### config.mk
export PLATFORM = sky130hd
export DESIGN_NAME = adder_req_ctrl
export DESIGN_NICKNAME = d
export VERILOG_FILES = /design/src/rtl/adder_req_ctrl.sv
export SDC_FILE = /design/constraint.sdc
export NUM_CORES = 1
export LEC_CHECK = 0
export CAP_MARGIN = 15
export CORE_ASPECT_RATIO = 1.5
export CORE_UTILIZATION = 40
export CTS_BUF_LIST = sky130_fd_sc_hd__clkbuf_4
export CTS_CLUSTER_SIZE = 20
export DETAILED_ROUTE_END_ITERATION = 10
export PLACE_DENSITY_LB_ADDON = 0.2
export SLEW_MARGIN = 10
export SYNTH_ARGS = -nofsm -noshare
export SYNTH_HDL_FRONTEND = slang
export SYNTH_SLANG_ARGS = --single-unit
### constraint.sdc
create_clock -name clk -period 2.81 [get_ports clk]
set_input_delay 0.562 -clock clk [delete_from_list [all_inputs] [get_ports clk]]
set_output_delay 0.562 -clock clk [all_outputs]
set_load 0.02 [all_outputs]
### src/rtl/adder_req_ctrl.sv
// ---------------------------------------------------------------------------
// adder_req_ctrl
//
// Request-side controller for the 8-bit adder's Data_val/Data_ready
// handshake. The block takes one operand pair from an upstream valid/ready
// source and presents it to the adder. It strobes Data_val for a single
// cycle and waits a bounded number of cycles for Data_ready. It then checks
// the returned {carry, sum} against its own expected sum and holds the
// checked result for a downstream valid/ready consumer. Two saturating
// counters track completed transactions and failed ones (mismatch or
// timeout).
//
// Parameters
//   DATA_W   operand / sum width (must match the adder)
//   TIMEOUT  WAIT cycles without Data_ready before giving up (>= 1)
//   CNT_W    width of txn_count / err_count
//
// Ports
//   clk          rising-edge clock
//   reset        asynchronous, active-high reset
//   op_valid     upstream operand pair valid
//   op_ready     controller can accept an operand pair (IDLE only)
//   op_a, op_b   operands from upstream
//   Value_a/b    operands held towards the adder
//   Data_val     one-cycle request strobe to the adder
//   Sum_result   sum returned by the adder
//   Sum_carry    carry returned by the adder
//   Data_ready   adder result valid
//   res_valid    checked result available (RESP state)
//   res_ready    downstream consumes the result
//   res_sum      captured Sum_result (0 on timeout)
//   res_carry    captured Sum_carry  (0 on timeout)
//   res_err      captured {carry, sum} differed from the expected value
//   res_timeout  adder did not answer within TIMEOUT WAIT cycles
//   txn_count    consumed transactions, saturating
//   err_count    consumed transactions with res_err or res_timeout, saturating
// ---------------------------------------------------------------------------
module adder_req_ctrl #(
    parameter int DATA_W  = 8,
    parameter int TIMEOUT = 4,
    parameter int CNT_W   = 16
) (
    input  logic              clk,
    input  logic              reset,

    // upstream operand source
    input  logic              op_valid,
    output logic              op_ready,
    input  logic [DATA_W-1:0] op_a,
    input  logic [DATA_W-1:0] op_b,

    // adder request / response
    output logic [DATA_W-1:0] Value_a,
    output logic [DATA_W-1:0] Value_b,
    output logic              Data_val,
    input  logic [DATA_W-1:0] Sum_result,
    input  logic              Sum_carry,
    input  logic              Data_ready,

    // downstream checked result
    output logic              res_valid,
    input  logic              res_ready,
    output logic [DATA_W-1:0] res_sum,
    output logic              res_carry,
    output logic              res_err,
    output logic              res_timeout,

    // statistics
    output logic [CNT_W-1:0]  txn_count,
    output logic [CNT_W-1:0]  err_count
);

    // Timer only has to reach TIMEOUT-1; keep at least one bit for TIMEOUT=1.
    localparam int               TMR_W    = (TIMEOUT > 1) ? $clog2(TIMEOUT) : 1;
    localparam logic [TMR_W-1:0] TMR_LAST = TMR_W'(TIMEOUT - 1);
    localparam logic [CNT_W-1:0] CNT_MAX  = '1;

    typedef enum logic [1:0] {
        S_IDLE,
        S_DRIVE,
        S_WAIT,
        S_RESP
    } state_t;

    state_t state;
    state_t state_nxt;

    logic [DATA_W:0]  expected;
    logic [TMR_W-1:0] timer;

    // Qualified events, all decoded from the current state.
    logic accept;
    logic got_rsp;
    logic timed_out;
    logic consume;

    assign accept    = (state == S_IDLE) && op_valid;
    assign got_rsp   = (state == S_WAIT) && Data_ready;
    // Data_ready takes priority over an expiring timer in the same cycle.
    assign timed_out = (state == S_WAIT) && !Data_ready && (timer == TMR_LAST);
    assign consume   = (state == S_RESP) && res_ready;

    // Handshake outputs are pure state decodes, so no input reaches an output
    // combinationally.
    assign op_ready  = (state == S_IDLE);
    assign Data_val  = (state == S_DRIVE);
    assign res_valid = (state == S_RESP);

    // -----------------------------------------------------------------------
    // State register
    // -----------------------------------------------------------------------
    // NOTE: sequential state uses non-blocking assignments so every register
    // sees pre-edge values of the others, independent of evaluation order.
    always_ff @(posedge clk or posedge reset) begin
        if (reset) begin
            state <= S_IDLE;
        end else begin
            state <= state_nxt;
        end
    end

    // -----------------------------------------------------------------------
    // Next-state logic
    // -----------------------------------------------------------------------
    // NOTE: state_nxt gets a default before the case so every path assigns
    // it; a missing assignment here would infer a latch.
    always_comb begin
        state_nxt = state;
        unique case (state)
            S_IDLE:  if (accept)               state_nxt = S_DRIVE;
            S_DRIVE:                           state_nxt = S_WAIT;
            S_WAIT:  if (got_rsp || timed_out) state_nxt = S_RESP;
            S_RESP:  if (consume)              state_nxt = S_IDLE;
            default:                           state_nxt = S_IDLE;
        endcase
    end

    // -----------------------------------------------------------------------
    // Operand and expected-sum capture. Value_a/Value_b hold their last
    // values between transactions and change only on a new accept.
    // -----------------------------------------------------------------------
    // NOTE: these are a handful of flops, not a memory, so they are cleared by
    // reset like everything else; an abandoned transaction leaves no trace.
    always_ff @(posedge clk or posedge reset) begin
        if (reset) begin
            Value_a  <= '0;
            Value_b  <= '0;
            expected <= '0;
        end else if (accept) begin
            Value_a  <= op_a;
            Value_b  <= op_b;
            // Zero-extend before adding so the carry lands in bit DATA_W.
            expected <= {1'b0, op_a} + {1'b0, op_b};
        end
    end

    // -----------------------------------------------------------------------
    // Response timer: cleared in DRIVE, counts WAIT cycles without Data_ready.
    // -----------------------------------------------------------------------
    always_ff @(posedge clk or posedge reset) begin
        if (reset) begin
            timer <= '0;
        end else if (state == S_DRIVE) begin
            timer <= '0;
        end else if ((state == S_WAIT) && !Data_ready && !timed_out) begin
            timer <= timer + TMR_W'(1);
        end
    end

    // -----------------------------------------------------------------------
    // Result capture. Fields are written only when leaving WAIT, so they stay
    // stable for the whole RESP period regardless of res_ready.
    // -----------------------------------------------------------------------
    always_ff @(posedge clk or posedge reset) begin
        if (reset) begin
            res_sum     <= '0;
            res_carry   <= 1'b0;
            res_err     <= 1'b0;
            res_timeout <= 1'b0;
        end else if (got_rsp) begin
            res_sum     <= Sum_result;
            res_carry   <= Sum_carry;
            res_err     <= ({Sum_carry, Sum_result} != expected);
            res_timeout <= 1'b0;
        end else if (timed_out) begin
            res_sum     <= '0;
            res_carry   <= 1'b0;
            res_err     <= 1'b0;
            res_timeout <= 1'b1;
        end
    end

    // -----------------------------------------------------------------------
    // Statistics: updated once, when the downstream consumes the result.
    // An abandoned (reset) transaction never reaches RESP and is not counted.
    // -----------------------------------------------------------------------
    always_ff @(posedge clk or posedge reset) begin
        if (reset) begin
            txn_count <= '0;
            err_count <= '0;
        end else if (consume) begin
            if (txn_count != CNT_MAX) begin
                txn_count <= txn_count + CNT_W'(1);
            end
            if ((res_err || res_timeout) && (err_count != CNT_MAX)) begin
                err_count <= err_count + CNT_W'(1);
            end
        end
    end

endmodule

==> reports/qor.txt, run 1 <==
GR Overflow Total = 0
antenna violations before repair = 0
chip width = 79.4 um
vias in the first global route = 2832
Total GRT Usage = 18.8%
Yosys cell types = 50
Synth Cell Area = 3590 um^2
Finish-stage setup viols = 0
PnR worst setup slack = 0.440 ns
Inst Count DP = 514
TritonCTS clock tree = yes
grt met2 use = 31.8%
routability congestion estimate = 0.864
critical setup path kind = reg2out
Max Freq = 422 MHz
RSZ-0062 raised after global routing = no
grt peak-use layer = met2
Seq/Total Area, Yosys = 50.2%
post-route ant nets = 0
H-tree levels = 3
Warnings, synthesis = 0
Synth Register Bits = 72
P_sw = 0.00149 W
Tightest Pin Transition = 0.567 ns
met3 usage in global routing = 4.19%
die height = 118 um
Synthesized Nets = 357
cells after synthesis = 311
root buf cell = clkbuf_4
outcome = finished, final reports clean
most frequent cells in the layout = clkdlybuf4s50_1, dfrtp_1, xor2_1
switching part of the total = 36.5%
Initial Util = 40.9%
DPL Wire Length = 6140 um
nets = 461
Power Density = 848 nW/um^2
met1 usage = 22.6%
final core occ = 54.9%
Slew headroom = 61.2%
initial drt markers = 89
# diodes = 0
drt first pass iters = 4
number of setup buffers added after CTS = 0
FF-to-FF End = expected[5]
Std-Cell Core Area = 8780 um^2
Int Pwr = 0.00259 W
Max-Cap Viols = 0
Routed WL = 8040 um
fin crit share = 84.3%
origin of the critical flop-to-flop path = state[0]
critical path capture point type = output port
ys async rst share = 100%
Post-Place Worst Slack = 0.0729 ns
CTS sink cnt = 72
Clock Power Share = 15.7%
Flop pwr share = 39.9%
Clk pin slew, worst setup/hold paths = 0.12 ns
drt drc = 0
share of layout cells above drive strength 1 = 12.4%
IO Port Bufs = 91
worst hold path type = in2async
Most used DFF post-synth = dfrtp_1
Die ar. = 9370 um^2
P_leak = 2.09 nW
Period minus WS final = 2.37 ns
Combinational Power Share = 44.4%
Sum Neg Setup Slack = 0 ns
total number of vias = 2803
TritonCTS buffer count = 9
Crit Path Max Fanout = 7
# IOs = 92
clk_skew = 0.0168 ns
largest net degree at the start of global routing = 42
VDD IR max = 0.453 mV
WL/cell = 15.2 um
row count = 42
leading cell type in the layout, fill and taps excluded = clkdlybuf4s50_1
Post-Layout Cell Count = 530
critical path arrival = 1.81 ns
clock latency on the worst-skew pair = 0.42 ns
number of fill cells = 791
Worst Path Required = 2.25 ns
# resized after CTS = 0
CTS Buffer Depth = 2
Area Overhead vs Synth = 34.1%
EDFF count, synth = 0
max-slew violations = 0
Avg Inst Size Synth = 11.5 um^2
startpoint types = flip-flop
first-pass GRT wire length = 13600 um
CTS hold repair buffers = 0
Vias/cell = 5.29
Fin. Hold Viols = 0
cell depth of the worst flop-to-flop path = 6
FF-to-FF setup slack = 0.88 ns
-- registers in the layout, indices dropped and copies added, names as in the netlist --
name         count
err_count       16
expected         9
Value_a          8
txn_count       16
Value_b          8
res_timeout      1
res_carry        1
res_sum          8
res_err          1
state            2
timer            2
-- routing by layer --
metal	routed length, um	vias up
li1	-	1354
met1	3310	1371
met2	4220	64
met3	352	14
met4	158	0
met5	0	-
-- logic make-up after synthesis --
| group | count (synthesis) | synth area share (%) |
|---|---|---|
| mux | 21 | 6.66 |
| buf+inv | 13 | 1.39 |
| simple gates | 101 | 16.1 |
| xor+xnor | 38 | 9.27 |
| fa+ha+maj | 16 | 5.78 |
| compound gates | 50 | 10.6 |
| flops | 72 | 50.2 |
-- critical path, stage by stage (launching register included) --
cell and delay, ns:
dfrtp_1 0.41, ha_1 0.33, clkdlybuf4s50_1 0.66
-- power by group through the flow --
stage / clock (W) / sequential, W / combinational, W
after floorplan: 0 / 0.00190 / 0.000761
after global placement: 0 / 0.00164 / 0.00180
after detailed placement: 0 / 0.00165 / 0.00184
after CTS: 0.000670 / 0.00163 / 0.00184
after global routing: 0.000712 / 0.00168 / 0.00197
final: 0.000641 / 0.00163 / 0.00181
-- synthesized netlist by cell type (all sizes together) (2+ instances only) --
master,instances,area share [%]
a211o,2,0.49
a211oi,2,0.42
a21oi,7,0.98
a22o,10,2.4
a31oi,4,0.70
and2,2,0.35
and3,5,0.87
and4,2,0.49
clkbuf,4,0.42
dfrtp,72,50
ha,15,5.2
inv,8,0.84
mux2,20,6.4
nand2,21,2.2
nand3,10,1.4
nand3b,2,0.42
nand4,11,2.3
nor2,13,1.4
nor2b,3,0.52
nor3,9,1.3
nor3b,5,1.0
nor4,10,1.9
nor4b,2,0.66
o211ai,3,0.77
o21a,4,0.84
o21ai,8,1.1
o31ai,4,0.84
or3,2,0.49
xnor2,16,3.9
xor2,22,5.4
-- worst max path at each step --
stage          startpoint           to  slack [ns]
3_3_place_gp      op_a[1]  expected[7]        0.09
5_1_grt          state[0]     op_ready        0.32
3_5_place_dp      op_a[1]  expected[7]        0.07
6_report         state[0]    res_valid        0.44
4_1_cts          state[1]     op_ready        0.39
2_1_floorplan       reset   Value_a[0]        0.42
-- per-stage QoR --
stage | hold WS [ns] | instance area [um^2] | power (W)
final | 0.454 | 4810 | 0.00408
after global routing | 0.470 | 4810 | 0.00436
after CTS | 0.445 | 4810 | 0.00414
after detailed placement | 0.486 | 4680 | 0.00348
after global placement | 0.479 | 4680 | 0.00345
after floorplan | 0.468 | 3590 | 0.00266
-- final cells by class --
type	instances	area, um^2	share of cell area (%)
clock inverters	5	47.5	0.988
inverters	8	30.0	0.624
clock buffers	11	82.6	1.72
well taps	110	138	2.86
flip-flops and latches	72	1800	37.4
multi-input cells	226	1740	36.1
repair buffers	98	976	20.3
Power figures use the tool's default switching activity.
==> run 2, diff against run 1 <==
==> constraint.sdc (replaced) <==
create_clock -name clk -period 1.9 [get_ports clk]
set_input_delay 0.38 -clock clk [delete_from_list [all_inputs] [get_ports clk]]
set_output_delay 0.38 -clock clk [all_outputs]
set_load 0.02 [all_outputs]
==> run 2 against run 1 <==
Non-clock buffer count is 23 higher; clock power is 24% higher; sequential share of layout area is 1.6 points lower; clock skew is 0.0070 ns lower; routed wire length is 3.0% higher; worst setup slack worse by 0.40 ns; core utilization is 2.4 points higher; count of clock-buffer cells in the layout is 1 higher; critical path depth stayed put; cell count is 4.0% higher.
==> reports/qor.txt, run 2 (synthesis results as in run 1) <==
FF-to-FF setup slack = 0.12 ns
Inst Count DP = 537
number of setup buffers added after CTS = 0
routability congestion estimate = 0.848
post-route ant nets = 0
leading cell type in the layout, fill and taps excluded = dfrtp_1
Largest regs = err_count x16, txn_count x16, expected x9
outcome = finished, final reports clean
cells along the critical path = ha_2, dlygate4sd2_1
most frequent cells in the layout = dfrtp_1, clkdlybuf4s50_1, buf_4
Fin. Hold Viols = 0
DPL Wire Length = 6210 um
Buf+Inv Stages, Crit Path = 1
Std-Cell Core Area = 8780 um^2
CP Depth = 2
Max Freq = 536 MHz
critical path arrival = 1.48 ns
critical path capture point type = output port
CTS sink cnt = 72
die height = 118 um
Initial Util = 40.9%
Slew headroom = 44.5%
CTS Buffer Depth = 2
Area Overhead vs Synth = 40.0%
slowest CP cell = dfrtp_1
total number of vias = 2922
TritonCTS buffer count = 9
origin of the critical flop-to-flop path = txn_count[12]
Routed WL = 8280 um
first-pass GRT wire length = 14000 um
Max-Cap Viols = 0
# IOs = 92
Die ar. = 9370 um^2
Finish-stage setup viols = 0
fin crit share = 98.1%
Vias/cell = 5.30
WHS = 0.293 ns
startpoint types = flip-flop
Clk pin slew, worst setup/hold paths = 0.10 ns
Tightest Pin Transition = 0.827 ns
nets = 484
drt drc = 0
worst hold path type = in2reg
GR Overflow Total = 0
clock latency on the worst-skew pair = 0.43 ns
initial drt markers = 119
critical setup path kind = reg2out
P_leak = 2.46 nW
CP endpoint = res_valid
row count = 42
# diodes = 0
RSZ-0062 raised after global routing = yes
Worst Path Required = 1.52 ns
Post-Layout Cell Count = 551
H-tree levels = 3
slowest cell delay on critical path = 0.42 ns
WL/cell = 15.0 um
TritonCTS clock tree = yes
VDD IR max = 0.771 mV
Period minus WS final = 1.86 ns
drt first pass iters = 6
largest net degree at the start of global routing = 73
Total GRT Usage = 19.4%
Crit Path Max Fanout = 7
CTS hold repair buffers = 0
share of layout cells above drive strength 1 = 19.3%
chip width = 79.4 um
CP delay by family, top = flip-flops
root buf cell = clkbuf_4
FF-to-FF End = txn_count[1]
vias in the first global route = 3056
hold_sp = op_a[0]
Power Density = 1180 nW/um^2
crit path launch = state[0]
cell depth of the worst flop-to-flop path = 4
IO Port Bufs = 91
antenna violations before repair = 0
max-slew violations = 0
clk_skew = 0.00983 ns
run 2: cell count changes in the layout (fill, tap and decap cells not counted), moves of 3 or more:
cell,change
buf_4,+22
clkdlybuf4s50_1,-34
dlygate4sd2_1,+19
dlymetal6s2s_1,+13
ha_1,-3
ha_2,+3
run 2: worst min-delay path by stage:
stage                               end  slack (ns)  cells after the start
after floorplan             expected[4]        0.47                      2
after global placement    err_count[10]        0.48                      1
after detailed placement     res_sum[5]        0.48                      1
after CTS                 err_count[11]        0.40                      3
after global routing         Value_a[0]        0.29                      2
final                        Value_a[0]        0.29                      2
run 2: timing repair:
item                                    CTS  global route
endpoints found under the setup margin   24            17
resized for setup                        31            21
pin swaps                                 0             1
run 2: layout make-up:
type	instances	area, um^2
clock buffers	12	90.1
clock inverters	2	8.76
fillers	804	3750
inverters	8	33.8
multi-input cells	226	1800
flip-flops and latches	72	1800
well taps	110	138
repair buffers	121	1160
run 2: metal layers:
metal | wire length [um] | track usage (%) | part of all wire (%) | vias to the layer above
met5 | 0 | 0 | 0 | -
met4 | 243 | 10.9 | 2.9 | 0
met2 | 4540 | 35.2 | 55 | 77
li1 | - | - | - | 1401
met3 | 330 | 3.02 | 4.0 | 17
met1 | 3170 | 20.8 | 38 | 1427
run 2: through the flow:
step / setup WS [ns] / area [um^2] / power [W] / setup TNS [ns] / utilization, %
final: 0.0358 / 5030 / 0.00594 / 0 / 57.3
after global routing: -0.0305 / 5030 / 0.00633 / -0.0584 / 57.3
after CTS: 0.000619 / 4960 / 0.00602 / 0 / 56.5
after detailed placement: -0.554 / 4860 / 0.00523 / -2.74 / 55.4
after global placement: -0.562 / 4860 / 0.00516 / -2.45 / 55.4
after floorplan: 0.00327 / 3600 / 0.00394 / 0 / -
run 2: worst reg2reg max path, stage by stage (launching register included):
cell and delay [ns]:
dfrtp_1 0.45, nand4_2 0.19, o41ai_4 0.52, buf_4 0.22, mux2_4 0.29
run 2: power breakdown:
part	switching [W]	internal (W)	leakage [nW]
Combinational	0.00133	0.00141	1.48
Sequential	0.000378	0.00203	0.922
Clock	0.000501	0.000294	0.0607
